<file path="src/rtl/store_block.sv">
// Stores a Tn x Tn block into a row-pitched matrix memory, one element per cycle.
// Define STORE_BLOCK_ACCUM_EN to build the read-modify-write (C += block) variant.
module store_block #(
  parameter int Tn = 4,
  parameter int N  = 16
) (
  input  logic        clk,
  input  logic        rst,
  input  logic        start,
  input  logic [7:0]  block_row,
  input  logic [7:0]  block_col,
  input  logic [15:0] block_mat [0:Tn-1][0:Tn-1],
  output logic [7:0]  waddr,
  output logic [15:0] dout,
  output logic        we,
  output logic [7:0]  raddr,
  input  logic [15:0] din,
  output logic        busy,
  output logic        done
);

  localparam int CW = (Tn > 1) ? $clog2(Tn) : 1;
`ifdef STORE_BLOCK_ACCUM_EN
  localparam int DRAIN_LEN = 2;
`else
  localparam int DRAIN_LEN = 1;
`endif

  typedef enum logic [1:0] {IDLE, RUN, DRAIN} state_t;

  state_t        state, state_nx;
  logic [CW-1:0] row_i, col_j;
  logic [1:0]    drain_cnt;
  logic [7:0]    row_q, col_q;
  logic [15:0]   mat_q [0:Tn-1][0:Tn-1];
  logic          done_q, done_set, accept, last;
  logic [7:0]    addr_cur;
  logic [15:0]   elem_cur;
  logic [7:0]    waddr_q;
  logic [15:0]   dout_q;

  assign last     = (row_i == CW'(Tn-1)) && (col_j == CW'(Tn-1));
  assign addr_cur = 8'((int'(row_q) + int'(row_i)) * N + int'(col_q) + int'(col_j));
  assign elem_cur = mat_q[row_i][col_j];

  // The done cycle behaves as idle: a start there is taken immediately.
  always_comb begin
    state_nx = state;
    done_set = 1'b0;
    accept   = start && ((state == IDLE) || ((state == DRAIN) && done_q));
    case (state)
      IDLE:  if (accept) state_nx = RUN;
      RUN: begin
        if (last) begin
          state_nx = DRAIN;
          done_set = (DRAIN_LEN == 1);
        end
      end
      DRAIN: begin
        if (accept) begin
          state_nx = RUN;
        end else if (drain_cnt == 2'd0) begin
          state_nx = IDLE;
          done_set = (DRAIN_LEN > 1);
        end
      end
      default: state_nx = IDLE;
    endcase
  end

  always_ff @(posedge clk or posedge rst) begin
    if (rst) begin
      state     <= IDLE;
      row_i     <= '0;
      col_j     <= '0;
      drain_cnt <= 2'd0;
      done_q    <= 1'b0;
      row_q     <= 8'd0;
      col_q     <= 8'd0;
    end else begin
      state  <= state_nx;
      done_q <= done_set;
      if (accept) begin
        row_i <= '0;
        col_j <= '0;
        row_q <= block_row;
        col_q <= block_col;
      end else if (state == RUN) begin
        if (col_j == CW'(Tn-1)) begin
          col_j <= '0;
          row_i <= row_i + CW'(1);
        end else begin
          col_j <= col_j + CW'(1);
        end
        if (last) drain_cnt <= 2'(DRAIN_LEN-1);
      end else if ((state == DRAIN) && (drain_cnt != 2'd0)) begin
        drain_cnt <= drain_cnt - 2'd1;
      end
    end
  end

  always_ff @(posedge clk) begin
    if (accept) mat_q <= block_mat;
  end

`ifdef STORE_BLOCK_ACCUM_EN
  logic        v1, v2;
  logic [7:0]  a1, a2, raddr_q;
  logic [15:0] e1, e2;

  // Two-stage pipe aligns address/element with memory read data.
  always_ff @(posedge clk or posedge rst) begin
    if (rst) begin
      v1 <= 1'b0; v2 <= 1'b0;
      a1 <= 8'd0; a2 <= 8'd0;
      e1 <= 16'd0; e2 <= 16'd0;
      raddr_q <= 8'd0;
      waddr_q <= 8'd0;
      dout_q  <= 16'd0;
    end else begin
      v1 <= (state == RUN);
      a1 <= addr_cur;
      e1 <= elem_cur;
      v2 <= v1;
      a2 <= a1;
      e2 <= e1;
      if (state == RUN) raddr_q <= addr_cur;
      if (v2) begin
        waddr_q <= a2;
        dout_q  <= din + e2;
      end
    end
  end

  assign we    = v2;
  assign waddr = v2 ? a2 : waddr_q;
  assign dout  = v2 ? din + e2 : dout_q;
  assign raddr = (state == RUN) ? addr_cur : raddr_q;
`else
  logic din_unused;
  assign din_unused = ^din;

  always_ff @(posedge clk or posedge rst) begin
    if (rst) begin
      waddr_q <= 8'd0;
      dout_q  <= 16'd0;
    end else if (state == RUN) begin
      waddr_q <= addr_cur;
      dout_q  <= elem_cur;
    end
  end

  assign we    = (state == RUN);
  assign waddr = we ? addr_cur : waddr_q;
  assign dout  = we ? elem_cur : dout_q;
  assign raddr = 8'd0;
`endif

  assign busy = (state != IDLE) && !done_q;
  assign done = done_q;

endmodule

</file>
<file path="config.mk">
export PLATFORM = sky130hd
export DESIGN_NAME = store_block
export DESIGN_NICKNAME = d
export VERILOG_FILES = /design/src/rtl/store_block.sv
export SDC_FILE = /design/constraint.sdc
export NUM_CORES = 1
export LEC_CHECK = 0
export ABC_AREA = 1
export BUFFER_PORTS_ARGS = -buffer_cell sky130_fd_sc_hd__buf_4
export CAP_MARGIN = 20
export CORE_MARGIN = 4
export CORE_UTILIZATION = 57
export CTS_CLUSTER_DIAMETER = 30
export DETAILED_ROUTE_END_ITERATION = 12
export PLACE_DENSITY = 0.85
export SYNTH_ARGS = -nofsm -noshare
export SYNTH_HDL_FRONTEND = slang
export SYNTH_SLANG_ARGS = --single-unit
</file>
<file path="constraint.sdc">
create_clock -name clk -period 7.2 [get_ports clk]
set_input_delay 1.44 -clock clk [delete_from_list [all_inputs] [get_ports clk]]
set_output_delay 1.44 -clock clk [all_outputs]
set_load 0.01 [all_outputs]
</file>
-- Yosys cells after proc, flatten, opt, wreduce, memory -nomap -nowiden
Cells that the tools add are included.
- reductions and logical operators: 17
- multiplexer cells: 24
- bitwise logic cells: 3
- add/sub/neg operators: 6
- order comparisons: 2
- equal/unequal tests: 7
- operators by type and width (kind ; number):
    64-bit binary-select mux with 2-bit select ; 1
    64-bit two-way mux ; 2
    16-bit two-way mux ; 3
    16-bit binary-select mux with 2-bit select ; 1
    2-bit two-way mux ; 13
    2-bit nonzero test ; 5
    8-bit by 2-bit adder with 8-bit output ; 1
    8-bit adder ; 1
    8-bit two-way mux ; 1
    2-bit equality test (second input constant) ; 3
    3-bit >= comparator (second input constant) ; 2
    2-bit inverter with 3-bit output ; 2
    2-bit one-hot mux with 3 select lines ; 1
    3-bit AND reduction ; 2
    1-bit logical AND ; 5
    2-bit by 1-bit adder with 2-bit output (second input constant) ; 2
    4-bit by 2-bit adder with 4-bit output ; 1
    2-bit zero test ; 2
    3-bit by 2-bit inequality test with 1-bit output (second input constant) ; 1
    2-bit by 1-bit equality test with 1-bit output (second input constant) ; 1
    1-bit two-way mux ; 2
    2-bit by 1-bit inequality test with 1-bit output (second input constant) ; 1
    2-bit inequality test (second input constant) ; 1
    2-bit AND reduction ; 1
    other kinds (4) ; 4
- output and inout bits: 35
- register bits after elaboration: 301

-- Longest topological paths before layout
- depth in word-level cells: 8
- depth in mapped cells: 12
- gate-level depth less buffers: 11

-- Worst setup path before layout
OpenSTA, ideal clock, no wires.
- kind: input to register
- start point: input start
- end point: register mat_q[0] (netlist name) (enable)
- arrival time: 4.825 ns
- stages on the path: 3
- path slack: 1.868 ns
- required time: 6.693 ns
- buffers on the path: 1
- library setup time: 0.507 ns
- cell sequence: o211ai_2 > inv_1 > buf_2
- word-level cells in the longest chain between the ends: 1
- RTL lines (item ; RTL line ; text):
    start, declared ; 9 ; input logic start,
    1-bit logical AND ; 50 ; accept = start && ((state == IDLE) || ((state == DRAIN) && done_q));
    net accept ; 36 ; logic done_q, done_set, accept, last;
    end signal, assigned ; 103 ; if (accept) mat_q <= block_mat;
    end, declared ; 35 ; logic [15:0] mat_q [0:Tn-1][0:Tn-1];
The timed path passes the listed nets, and every way through them passes these cells.
A chain may end at the register's enable or synchronous reset.

-- Worst setup path in the final report
- start point: register row_i[0]
- end point: output dout[14]
- word-level cells in the longest chain between the ends: 8
- RTL lines (item ; RTL line ; text):
    start, declared ; 32 ; logic [CW-1:0] row_i, col_j;
    start signal, assigned ; 91 ; row_i <= row_i + CW'(1);
    2-bit inverter with 3-bit output (implied by the code) ; 44 ; assign elem_cur = mat_q[row_i][col_j];
    64-bit binary-select mux with 2-bit select ; 44 ;
    64-bit two-way mux (implied by the code) (2 in series) ; 44 ;
    16-bit binary-select mux with 2-bit select ; 44 ;
    16-bit two-way mux (implied by the code) (2 in series) ; 44 ;
    16-bit two-way mux ; - ;
    end, declared ; 14 ; output logic [15:0] dout,
No other way between the ends. The select of a mux whose other input is x is not followed.

==> summary.md <==
| Metric | Value |
|---|---|
| Pre-antenna DRT Iters | `5` |
| Remaining DRCs | `0` |
| Clk Latency, worst-skew pair | `0.55 ns` |
| Leakage Power | `7.10 nW` |
| Total of max-cap violations | `0` |
| Critical Path RT | `5.76 ns` |
| Largest net degree at the start of global routing | `166` |
| Crit-path max FO | `86` |
| Top cell type's share of synthesized area | `62.4%` |
| Slew margin rel. | `31.1%` |
| GPL Wtd Cong | `0.835` |
| DR WL/cell | `20.1 um` |
| Final Net Count | `1,693` |
| Core Footprint | `21,200 sq um` |
| Cell taking the most area after synthesis | `edfxtp_1` |
| CTS Hold Buffers Added | `0` |
| Worst Setup Start Kind | `flip-flop` |
| Critical path, cell by cell | `inv_4, buf_4, nand2_1, nand3_1, nand3_1, nand2_1, nand2_1, nand2_1, nand2_1, nand2_1, buf_4` |
| Via count | `9,487` |
| Final Cycle Share | `73.1%` |
| DRT iter0 DRCs | `940` |
| Clock buffer depth | `3` |
| Clock slew at reported path FFs | `0.05 ns` |
| CTS H-Tree Depth | `2` |
| Sequential share of the synthesized area | `71.5%` |
| Maximum VDD drop | `0.000256 V` |
| Core Rows | `53` |
| #FFs+latches synth | `301` |
| Status | `finished clean` |
| Final TNS setup | `0 ns` |
| Setup bufs post-CTS | `0` |
| Yosys warns | `0` |
| Mean post-synth cell area | `11.3 sq um` |
| Final Hold Viols | `0` |
| TritonCTS clock tree | `built` |
| Largest cells by area after synthesis | `edfxtp_1 62%, nand2_1 14%, dfrtp_1 9.1%` |
| Total I/O pin count | `326` |
| Slew @ Worst Pin | `1.03 ns` |
| Routed Antenna Nets | `0` |
| Mapped cell area | `12,300 sq um` |
| Most used cell, CP | `nand2_1` |
| Async SR Flop Fraction | `15.0%` |
| Antenna diodes | `0` |
| Share of cells above drive strength 1 | `28.1%` |
| Clock sink count | `301` |
| Gates resized, CTS repair | `0` |
| Vias in the first global route | `9,648` |
| Die outline area | `24,000 sq um` |
| Worst Skew | `0.0175 ns` |
| Delay-heaviest family, CP | `buffers and inverters` |
| FMAX | `0.190 GHz` |
| Mapped Cells | `1,090` |
| Slowest stage delay, CP | `0.78 ns` |
| CP bufs+invs | `3` |
| CP arrival | `3.82 ns` |
| TritonCTS Buffers | `52` |
| Grt total ovfl | `0` |
| CP max stage cell | `inv_4` |
| Final Critical Period | `5.26 ns` |
| Top FF cell, synth | `edfxtp_1` |
| Initial Util | `58.2%` |
| Synthesis-to-layout area growth | `34.2%` |
| Routed wire length | `34.4 mm` |
| Worst slack, placed | `2.57 ns` |
| Setup CP Type | `flip-flop to output port` |
| Via density | `5.55` |
| Pins Over Slew Limit | `0` |
| First-pass GRT wire length | `52.0 mm` |
| EDFF count, synth | `256` |
| Post-DP HPWL | `21.8 mm` |
| Die height | `155 um` |
| I/O Buffers | `297` |
| Final WS setup | `1.94 ns` |
| Total power per unit cell area | `451 nW/um^2` |
| Die width | `155 um` |
| RSZ-0062 raised after global routing | `no` |
| Setup crit end kind | `output port` |
| CTS Root Cell | `clkbuf_16` |
| Hold crit path type | `flip-flop to flip-flop` |
| Finish-stage setup viols | `0` |
| Overall routing resource usage | `28.3%` |
| Yosys cell types | `25` |
| Initial antenna violation count | `0` |
==> worst paths after layout <==
| path | depth (start not counted) | end | startpoint | slack [ns] |
|---|---|---|---|---|
| hold reg to reg | 2 | dout_q[4] | dout_q[4] | 0.48 |
| hold / removal | 2 | dout_q[4] | dout_q[4] | 0.48 |
| max in group asynchronous | 3 | row_i[0] | rst | 5.68 |
| setup / recovery | 11 | dout[14] | row_i[0] | 1.94 |
| setup reg to reg | 10 | dout_q[14] | row_i[0] | 3.98 |
| min in group asynchronous | 3 | waddr_q[3] | rst | 1.06 |
==> worst min-delay path, stage by stage, from the launching register on <==
cell and delay [ns]:
dfrtp_1 0.32, nand2_1 0.05, nand2_1 0.08
==> Yosys cell counts (2+ instances only) <==
cell	count
nand2_1	454
edfxtp_1	256
nand3_1	203
dfrtp_1	45
buf_2	41
inv_1	17
buf_4	14
o21ai_0	14
clkbuf_1	11
ha_1	10
xor2_1	4
a21oi_1	3
nor2_1	3
clkinv_1	2
fa_1	2
inv_2	2
==> final cells by class <==
cell class	count	area, sq um
Clock buffer	58	1390
Clock inverter	39	494
Fill cell	1199	4610
Inverter	21	88.8
Multi-Input combinational cell	708	3100
Sequential cell	301	8820
Tap cell	275	344
Timing Repair Buffer	306	2310
==> placed cells by master, fill, tap and decap left out, drive strengths merged <==
master,netlist,final
ha,10,10
buf,56,306
o211ai,1,1
a21oi,3,3
nor3,1,1
xor2,4,4
o21ai,14,14
bufinv,0,10
inv,19,25
clkinvlp,0,8
nand3,203,203
nand4,1,1
conb,1,8
nand2,454,454
edfxtp,256,256
dfrtp,45,45
fa,2,2
xnor2,1,1
o22ai,1,1
clkbuf,11,58
or2,1,1
clkinv,2,17
nor2,3,3
o21a,1,1
==> power by group <==
group / switching, W / total [W] / internal (W) / leakage (nW)
combinational: 0.00155 / 0.00236 / 0.000811 / 3.30
sequential: 0.000191 / 0.00248 / 0.00229 / 2.90
clock: 0.000860 / 0.00261 / 0.00175 / 0.896
total: 0.00260 / 0.00745 / 0.00485 / 7.10
==> routing by layer <==
| layer | part of all wire, % | vias to the layer above | track usage [%] | routed length, um |
|---|---|---|---|---|
| li1 | - | 4326 | - | - |
| met1 | 36 | 4475 | 35.4 | 12400 |
| met2 | 50 | 576 | 47.5 | 17000 |
| met3 | 8.8 | 110 | 5.09 | 3020 |
| met4 | 5.5 | 0 | 14.5 | 1910 |
| met5 | 0 | - | 0 | 0 |
==> per-stage QoR <==
step	hold WS, ns	cell area [sq um]	power, W	std cells	utilization, %
floorplan	0.453	12300	0.00393	1097	-
global placement	0.462	14700	0.00475	1611	69.3
detailed placement	0.466	14700	0.00483	1611	69.3
CTS	0.477	16500	0.00746	1708	78.2
global route	0.495	16500	0.00784	1708	78.2
finish	0.478	16500	0.00745	1708	78.2
==> sequential cells by signal, indices dropped and copies added (netlist names) <==
signal     count
state          2
waddr_q        8
drain_cnt      2
dout_q        16
row_i          2
row_q          4
col_q          8
mat_q        256
col_j          2
done           1
==> cells by family (layout without fill, tap and decap cells) <==
kind of cell / count (synthesis) / count (layout) / share of synthesized area [%]
compound gates: 20 / 20 / 0.904
fa+ha+maj: 12 / 12 / 1.34
xor+xnor: 5 / 5 / 0.355
simple gates: 663 / 663 / 22.3
buf+inv: 88 / 424 / 3.52
other cells: 1 / 8 / 0.0304
flops: 301 / 301 / 71.5
Note: power is estimated with default switching activity, not from simulation.
